--- src/rtl/code_pkg.sv ---
// ---------------------------------------------------------------------------
// code_pkg
//   Shared definitions for the dual event counter.
//   - CODE_WIDTH    : default counter width
//   - CODE_PRESCALE : default number of enabled clocks per divided-channel tick
//   - channel_e     : channel-select encoding carried on the Slt input
// ---------------------------------------------------------------------------
package code_pkg;

  localparam int CODE_WIDTH    = 64;
  localparam int CODE_PRESCALE = 4;

  typedef enum logic {
    CH_FAST = 1'b0,
    CH_DIV  = 1'b1
  } channel_e;

endpackage : code_pkg

--- src/rtl/code_cnt.sv ---
// ---------------------------------------------------------------------------
// code_cnt
//   WIDTH-bit free-running up-counter with an increment enable. It wraps
//   modulo 2^WIDTH and has no saturation or overflow flag.
// Ports
//   clk    in   1      rising-edge clock
//   rst_n  in   1      asynchronous active-low clear
//   inc    in   1      add one on this rising edge
//   count  out  WIDTH  current counter value (direct register output)
// ---------------------------------------------------------------------------
module code_cnt #(
  parameter int WIDTH = code_pkg::CODE_WIDTH
) (
  input  logic             clk,
  input  logic             rst_n,
  input  logic             inc,
  output logic [WIDTH-1:0] count
);

  logic [WIDTH-1:0] count_reg;
  logic [WIDTH-1:0] count_next;

  always_comb begin
    count_next = count_reg;
    if (inc) begin
      count_next = count_reg + WIDTH'(1);
    end
  end

  always_ff @(posedge clk or negedge rst_n) begin
    if (!rst_n) begin
      count_reg <= '0;
    end else begin
      count_reg <= count_next;
    end
  end

  assign count = count_reg;

endmodule : code_cnt

--- src/rtl/code_counter.sv ---
// ---------------------------------------------------------------------------
// code_counter
//   Dual event counter. Output0 counts every enabled clock on the fast
//   channel; Output1 counts once per PRESCALE enabled clocks on the divided
//   channel. Slt picks which channel an enabled clock is credited to; En gates
//   all counting, including the prescaler.
// Ports
//   Clk      in   1      rising-edge clock
//   Reset    in   1      asynchronous active-low reset of all state
//   Slt      in   1      0 = fast channel (Output0), 1 = divided channel (Output1)
//   En       in   1      count enable; 0 holds all state
//   Output0  out  WIDTH  fast counter value
//   Output1  out  WIDTH  prescaled counter value
// ---------------------------------------------------------------------------
module code_counter
  import code_pkg::*;
#(
  parameter int WIDTH    = CODE_WIDTH,
  parameter int PRESCALE = CODE_PRESCALE
) (
  input  logic             Clk,
  input  logic             Reset,
  input  logic             Slt,
  input  logic             En,
  output logic [WIDTH-1:0] Output0,
  output logic [WIDTH-1:0] Output1
);

  localparam int PW = $clog2(PRESCALE);
  localparam logic [PW-1:0] PRESC_LAST = PW'(PRESCALE - 1);

  channel_e sel;
  logic     fast_inc;
  logic     div_active;
  logic     div_inc;

  logic [PW-1:0] presc_reg;
  logic [PW-1:0] presc_next;

  assign sel        = channel_e'(Slt);
  assign fast_inc   = En && (sel == CH_FAST);
  assign div_active = En && (sel == CH_DIV);
  // Output1 advances on the enabled divided-channel clock that completes a
  // full prescale period.
  assign div_inc    = div_active && (presc_reg == PRESC_LAST);

  // The prescaler only moves while the divided channel is active, so a
  // partial period survives a detour to the fast channel or a pause in En.
  always_comb begin
    presc_next = presc_reg;
    if (div_active) begin
      if (presc_reg == PRESC_LAST) begin
        presc_next = '0;
      end else begin
        presc_next = presc_reg + PW'(1);
      end
    end
  end

  always_ff @(posedge Clk or negedge Reset) begin
    if (!Reset) begin
      presc_reg <= '0;
    end else begin
      presc_reg <= presc_next;
    end
  end

  code_cnt #(
    .WIDTH (WIDTH)
  ) u_fast (
    .clk   (Clk),
    .rst_n (Reset),
    .inc   (fast_inc),
    .count (Output0)
  );

  code_cnt #(
    .WIDTH (WIDTH)
  ) u_div (
    .clk   (Clk),
    .rst_n (Reset),
    .inc   (div_inc),
    .count (Output1)
  );

endmodule : code_counter

--- config.mk ---
export PLATFORM = sky130hd
export DESIGN_NAME = code_counter
export DESIGN_NICKNAME = d
export VERILOG_FILES = /design/src/rtl/code_pkg.sv /design/src/rtl/code_cnt.sv /design/src/rtl/code_counter.sv
export SDC_FILE = /design/constraint.sdc
export NUM_CORES = 1
export LEC_CHECK = 0
export BUFFER_PORTS_ARGS = -buffer_cell sky130_fd_sc_hd__buf_2
export CAP_MARGIN = 20
export CELL_PAD_IN_SITES_DETAIL_PLACEMENT = 1
export CELL_PAD_IN_SITES_GLOBAL_PLACEMENT = 2
export CORE_ASPECT_RATIO = 1.1
export CORE_MARGIN = 10
export CORE_UTILIZATION = 34
export DETAILED_ROUTE_END_ITERATION = 8
export HOLD_SLACK_MARGIN = 0.12
export PLACE_DENSITY_LB_ADDON = 0.25
export SYNTH_ARGS = -nofsm -noshare
export SYNTH_HDL_FRONTEND = slang
export SYNTH_SLANG_ARGS = --single-unit
--- constraint.sdc ---
create_clock -name Clk -period 2.8 [get_ports Clk]
set_input_delay 0.56 -clock Clk [delete_from_list [all_inputs] [get_ports Clk]]
set_output_delay 0.56 -clock Clk [all_outputs]
set_load 0.02 [all_outputs]
==> results of run 1 <==
layout by cell type, fill, tap and decap left out, drive strengths merged, types with 4 or more instances in the layout:
cell type | Yosys | routed
xnor2 | 80 | 80
nand2 | 48 | 48
nand3 | 41 | 41
and3 | 16 | 16
clkbuf | 10 | 20
nor4 | 26 | 26
dfrtp | 130 | 130
bufinv | 0 | 5
inv | 17 | 17
clkinv | 0 | 4
nor2 | 38 | 38
nor3 | 19 | 19
xor2 | 46 | 46
buf | 1 | 143
and4 | 8 | 8
nand4 | 53 | 53
power by group through the flow:
stage	Clock (uW)	Sequential, uW	Combinational (uW)
floorplan	0	2170	126
detailed placement	0	2100	381
global route	2650	2080	419
CTS	2550	2070	387
finish	2480	2060	373
global placement	0	2090	371
final timing paths:
check | startpoint | end | slack, ns | cells past startpoint
max | u_fast.count[33]$_DFFE_PN0P_ | u_fast.count[52]$_DFFE_PN0P_ | 0.29 | 6
min | u_fast.count[63]$_DFFE_PN0P_ | u_fast.count[63]$_DFFE_PN0P_ | 0.47 | 1
max reg2reg | u_fast.count[33]$_DFFE_PN0P_ | u_fast.count[52]$_DFFE_PN0P_ | 0.29 | 6
min reg2reg | u_fast.count[63]$_DFFE_PN0P_ | u_fast.count[63]$_DFFE_PN0P_ | 0.47 | 1
max in group asynchronous | Reset | u_div.count[35]$_DFFE_PN0P_ | 1.57 | 3
min in group asynchronous | Reset | u_fast.count[12]$_DFFE_PN0P_ | 0.58 | 2
synthesized netlist by cell type, types with 2 or more instances:
master,instances,area [sq um]
and2_1,3,18.8
and3_1,16,100
and4_1,8,70.1
clkbuf_1,10,37.5
dfrtp_1,130,3250
ha_1,3,37.5
inv_1,17,63.8
mux2_2,3,33.8
nand2_1,48,180
nand3_1,41,205
nand4_1,52,325
nor2_1,38,143
nor3_1,19,95.1
nor4_1,26,163
or2_2,3,18.8
or3_1,2,12.5
or4_1,2,15.0
xnor2_1,79,692
xor2_1,46,403
logic make-up (layout without fill, tap and decap cells):
logic type / after synthesis / count (layout)
AOI/OAI and AO/OA: 1 / 1
xor gates and xnor gates: 126 / 126
adders and majority gates: 3 / 3
buffers and inverters: 28 / 193
DFF: 130 / 130
muxes: 3 / 3
and+or+nand+nor: 266 / 266
through the flow:
stage	worst slack [ns]	util, %
after floorplan	0.263	-
after detailed placement	0.357	40.9
final	0.294	44.8
after global routing	0.137	44.8
after CTS	0.294	44.8
after global placement	0.427	40.9
metal layers:
layer	vias up	wire, microns	global-route usage, %
met3	15	923	5.08
met1	2402	7480	17.9
met4	0	215	4.14
met5	-	0	0
met2	120	8230	24.6
li1	2261	-	-
layout make-up:
type / instances / area (sq um)
fillers: 1970 / 9460
flip-flops and latches: 130 / 3250
multi-input cells: 399 / 2640
repair buffers: 144 / 771
clock buffers: 20 / 467
well taps: 234 / 293
clock inverters: 12 / 204
inverters: 17 / 63.8
==> flow_summary_export.csv, run 1 <==
group,metric,value,unit
global_route,grtUsageTotal,14.8,%
critical_path,crit_type,"reg2reg",
placement,io_buffers,131,
hold_path,holdCritPathClass,"reg2reg",
synth,muxShareOfSynthArea,0.565,%
synth,yosys.area_share.simple,23.9,%
pwr,clock_power_share,50.5,%
pwr,p_seq_share,42.0,%
detailed_routing,drtIter0Drc,188,
die,die_x,146,microns
sta,finalSetupViolations,0,
die,rows,50,
placement,gp_congestion,0.843,
detailed_routing,drc,0,
critical_path,cp_slowest_stage_delay,0.55,ns
critical_path,crit_path_start_kind,"register",
synth,synth_edf_count,0,
synth,syn_inst,557,
cts,cts_sinks,130,
cts,cts_tree,"yes",
cts,clk_latency,0.41,ns
synth,yosysWarnings,0,
cts,ctsResizeCount,0,
die,dieArea,23300,sq um
cts,cts_max_path_buffers,2,
pwr,leakage,0.00379,uW
placement,hpwlAfterDp,12500,microns
cts,cts_buffers,17,
sta,tightestPinTransition,0.790,ns
sta,min_period,2.51,ns
die,io_pins,132,
final_layout,drive_above_1_share,25.8,%
synth,synth_compound_area_share,0.125,%
synth,synth-xor-area-share,18.6,%
final_layout,stdcell_count,956,
sta,slew_viol_final,0,
synth,ys.flop_type,"dfrtp_1",
sta,fmax,399,MHz
pwr,p_comb_share,7.6,%
global_route,grt_start_max_net_pins,64,
cts,clk_pin_slew_worst_paths,0.06,ns
pwr,power.total,4920,uW
pwr,swShare,23.7,%
critical_path,end_kind,"register",
cts,cts_hold_buf,1,
outcome,status,"complete, no violations",
cts,clockRootBuffer,"clkbuf_16",
sta,hold_violations,0,
detailed_routing,ant_nets,0,
pwr,switchingPower,1160,uW
sta,fin_crit_sh,89.5,%
detailed_routing,viasPerCell,5.02,
final_layout,fin_area,7690,sq um
die,die-height,159,microns
critical_path,cp_max_fo,8,
final_layout,area_growth,28.5,%
detailed_routing,wire_per_inst,17.6,microns
global_route,grt_pass1_wl,28500,microns
critical_path,cpMaxStageDelayCell,"or4_1",
synth,synth_top_family_by_area,"simple AND/OR/NAND/NOR gates",
synth,syn_avg_cell_area,10.7,sq um
critical_path,required,3.07,ns
sta,setup_tns,0,ns
synth,netlist_area,5980,sq um
cts,post-cts-setup-buffers,0,
detailed_routing,wirelength,16900,microns
synth,ys_seq_area_share,54.4,%
pwr,intPower,3760,uW
final_layout,nets,716,
pwr,peakVddDrop,0.373,mV
cts,htreeDepth,4,
sta,fin_skew,0.00817,ns
global_route,antenna_found_initial,0,
critical_path,cp_top_family,"simple AND/OR/NAND/NOR gates",
detailed_routing,vias,4798,
placement,dp.cells,923,
critical_path,worstPathCellList,"nand4_4, or3_1, or4_1, buf_4, nor4_1, xor2_1",
synth,synth_fa_ha_area_share,0.627,%
detailed_routing,firstDrtPassIters,4,
sta,max-slew-margin-rel,46.8,%
synth,async_reset_ff_share,100,%
pwr,power.density,640,nW/um^2
global_route,first_global_vias,5409,
synth,synth_nets,564,
critical_path,critPathArrivalTime,2.78,ns
sta,whs,0.471,ns
synth,synth_seq_cells,130,
die,start_util,34.9,%
final_layout,diodes,0,
run,cap_viol_max_count,0,
placement,post_dp_cell_area,7010,sq um
die,coreArea,17100,sq um
global_route,grt-ovfl-total,0,
sta,rsz0062_at_grt,"false",
critical_path,path_buf_inv,1,
synth,yosysUniqueCellTypes,30,
Note: power is estimated with default switching activity, not from simulation.
==> run 2, diff against run 1 <==
--- a/config.mk
+++ b/config.mk
@@ -5,15 +5,15 @@
 export SDC_FILE = /design/constraint.sdc
 export NUM_CORES = 1
 export LEC_CHECK = 0
+export ABC_AREA = 1
 export BUFFER_PORTS_ARGS = -buffer_cell sky130_fd_sc_hd__buf_2
 export CAP_MARGIN = 20
 export CELL_PAD_IN_SITES_DETAIL_PLACEMENT = 1
 export CELL_PAD_IN_SITES_GLOBAL_PLACEMENT = 2
 export CORE_ASPECT_RATIO = 1.1
 export CORE_MARGIN = 10
-export CORE_UTILIZATION = 34
+export CORE_UTILIZATION = 32
 export DETAILED_ROUTE_END_ITERATION = 8
-export HOLD_SLACK_MARGIN = 0.12
 export PLACE_DENSITY_LB_ADDON = 0.25
 export SYNTH_ARGS = -nofsm -noshare
 export SYNTH_HDL_FRONTEND = slang
==> run 2 against run 1 <==
Compared with the run above:
- power down 4.7%
- non-clock buffer count down 9
- clock skew up 0.0062 ns
- synthesized cell count up 81%
- largest power group unchanged
- largest cell class is now multi-input gates
- critical path type unchanged
- maximum frequency up 28%
- utilization down 5.0 points
- combinational power up 24%
==> flow_summary_export.csv, run 2 <==
group,metric,value,unit
placement,hpwlAfterDp,21400,microns
sta,tightestPinTransition,0.570,ns
placement,gp_congestion,0.864,
final_layout,drive_above_1_share,18.5,%
sta,rsz0062_at_grt,"false",
sta,min_period,1.97,ns
cts,cts_buffers,17,
critical_path,worstPathCellList,"ha_1, nand2_1, nor2_2, nand4_1, nor2_2, nand2_1, xnor2_1",
critical_path,cp_top_family,"simple AND/OR/NAND/NOR gates",
final_layout,diodes,0,
detailed_routing,firstDrtPassIters,4,
sta,finalSetupViolations,0,
pwr,peakVddDrop,0.367,mV
run,cap_viol_max_count,0,
synth,async_reset_ff_share,100,%
placement,io_buffers,131,
pwr,leakage,0.00442,uW
placement,dp.cells,1441,
synth,synth_edf_count,0,
die,coreArea,23000,sq um
global_route,antenna_found_initial,0,
pwr,power.total,4690,uW
final_layout,nets,1167,
sta,setup_tns,0,ns
cts,ctsResizeCount,0,
synth,synth_top_family_by_area,"simple AND/OR/NAND/NOR gates",
final_layout,mostFrequentLayoutCell,"nand2_1",
global_route,grtUsageTotal,17.6,%
cts,clk_latency,0.43,ns
synth,synth_nets,1014,
detailed_routing,drc,0,
cts,cts_hold_buf,0,
final_layout,final_cell_mix,"nand2_1 (292), nor2_1 (173), buf_2 (130), dfrtp_1 (130), inv_1 (112)",
final_layout,stdcell_count,1473,
sta,fin_crit_sh,70.2,%
synth,synth_compound_area_share,0.233,%
global_route,grt-ovfl-total,0,
critical_path,path_buf_inv,0,
synth,synth_fa_ha_area_share,0.499,%
global_route,grt_pass1_wl,42700,microns
detailed_routing,drtIter0Drc,286,
synth,synth_seq_cells,130,
synth,netlist_area,7530,sq um
synth,synthDominantCellAreaShare,43.2,%
critical_path,end_kind,"register",
global_route,first_global_vias,7614,
cts,cts_max_path_buffers,2,
critical_path,critPathArrivalTime,2.28,ns
synth,yosysWarnings,0,
synth,synth_common_cells,"nand2_1 (292), nor2_1 (173), dfrtp_1 (130)",
synth,yosys.area_share.simple,38.7,%
synth,synth-xor-area-share,11.5,%
outcome,status,"complete, no violations",
die,io_pins,132,
cts,htreeDepth,4,
detailed_routing,ant_nets,0,
detailed_routing,viasPerCell,4.76,
synth,yosysUniqueCellTypes,27,
synth,ys_seq_area_share,43.2,%
sta,fin_skew,0.0143,ns
critical_path,cp_slowest_stage_delay,0.43,ns
die,rows,58,
critical_path,cp_max_fo,5,
die,die-height,181,microns
synth,ys.flop_type,"dfrtp_1",
critical_path,crit_path_start_kind,"register",
final_layout,area_growth,21.7,%
critical_path,required,3.11,ns
synth,muxShareOfSynthArea,0,%
cts,clockRootBuffer,"clkbuf_16",
detailed_routing,wire_per_inst,18.0,microns
sta,fmax,509,MHz
detailed_routing,wirelength,26500,microns
hold_path,holdCritPathClass,"in2async",
cts,clk_pin_slew_worst_paths,0.06,ns
detailed_routing,vias,7015,
critical_path,crit_type,"reg2reg",
synth,synth_area_leaders,"dfrtp_1 (43%), nand2_1 (15%), nor2_1 (8.6%), xor2_1 (5.8%), xnor2_1 (5.7%)",
cts,cts_sinks,130,
sta,max-slew-margin-rel,61.7,%
synth,yosys.area.top_type,"dfrtp_1",
synth,syn_avg_cell_area,7.47,sq um
cts,post-cts-setup-buffers,0,
sta,hold_violations,0,
pwr,power.density,512,nW/um^2
synth,synth_most_common_cell,"nand2_1",
synth,syn_inst,1007,
final_layout,final_util,39.8,%
die,dieArea,30100,sq um
die,die_x,166,microns
critical_path,cpMaxStageDelayCell,"dfrtp_1",
cts,cts_tree,"yes",
sta,slew_viol_final,0,
die,start_util,32.7,%
global_route,grt_start_max_net_pins,53,
## run 2: cell types whose count changed after synthesis, sizes merged, moves of 4 or more
cell	previous run	this run
nand2	48	302
nor2	38	204
inv	17	115
nand3	41	72
xnor2	80	49
nor4	26	1
nand4	53	32
and3	16	2
nor3	19	31
clkbuf	10	0
and4	8	0
nand3b	1	9
xor2	46	50
## run 2: where the power goes
part / switching [uW] / internal (uW) / total (uW) / leakage (uW)
registers: 108 / 1960 / 2070 / 0.00174
clock network: 921 / 1230 / 2160 / 0.000256
logic: 314 / 148 / 461 / 0.00242
## run 2: logic make-up after synthesis
group           Yosys count
compound gates            3
buf+inv                 116
fa+ha+maj                 3
simple gates            656
xor+xnor                 99
flops                   130
## run 2: layer usage
layer | part of all wire (%) | global-route usage, % | vias to the layer above
li1 | - | - | 3453
met2 | 51 | 31.7 | 124
met1 | 43 | 20.6 | 3411
met5 | 0 | 0 | -
met3 | 4.1 | 3.56 | 27
met4 | 1.8 | 5.24 | 0
## run 2: worst register-to-register path, stage by stage (launching register included)
cell and delay [ns]:
dfrtp_1 0.43, ha_1 0.22, nand2_1 0.07, nor2_2 0.18
nand4_1 0.36, nor2_2 0.35, nand2_1 0.11, xnor2_1 0.14
## run 2: cell type report
type / instances / area (sq um)
clock buffer: 18 / 439
clock inverter: 14 / 116
fill: 2911 / 13800
inverter: 115 / 432
multi-input combinational: 761 / 3840
sequential: 130 / 3250
tap: 300 / 375
timing repair buffer: 135 / 704
## run 2: stage by stage
step	hold slack, ns	instance area [sq um]	setup slack (ns)
after CTS	0.115	9160	0.785
after detailed placement	0.481	8600	0.755
after global routing	0.131	9160	0.695
after floorplan	0.264	7530	1.12
after global placement	0.473	8600	0.791
final	0.0967	9160	0.835
## run 2: worst paths after layout
kind / from / end / slack (ns) / cells after the start
setup / recovery: u_div.count[0]$_DFFE_PN0P_ / u_div.count[28]$_DFFE_PN0P_ / 0.83 / 7
hold / removal: Reset / u_fast.count[9]$_DFFE_PN0P_ / 0.1 / 1
setup reg to reg: u_div.count[0]$_DFFE_PN0P_ / u_div.count[28]$_DFFE_PN0P_ / 0.83 / 7
hold reg to reg: u_div.count[63]$_DFFE_PN0P_ / u_div.count[63]$_DFFE_PN0P_ / 0.49 / 2
max in group asynchronous: Reset / u_fast.count[60]$_DFFE_PN0P_ / 1.98 / 2
min in group Clk: u_div.count[63]$_DFFE_PN0P_ / u_div.count[63]$_DFFE_PN0P_ / 0.49 / 2
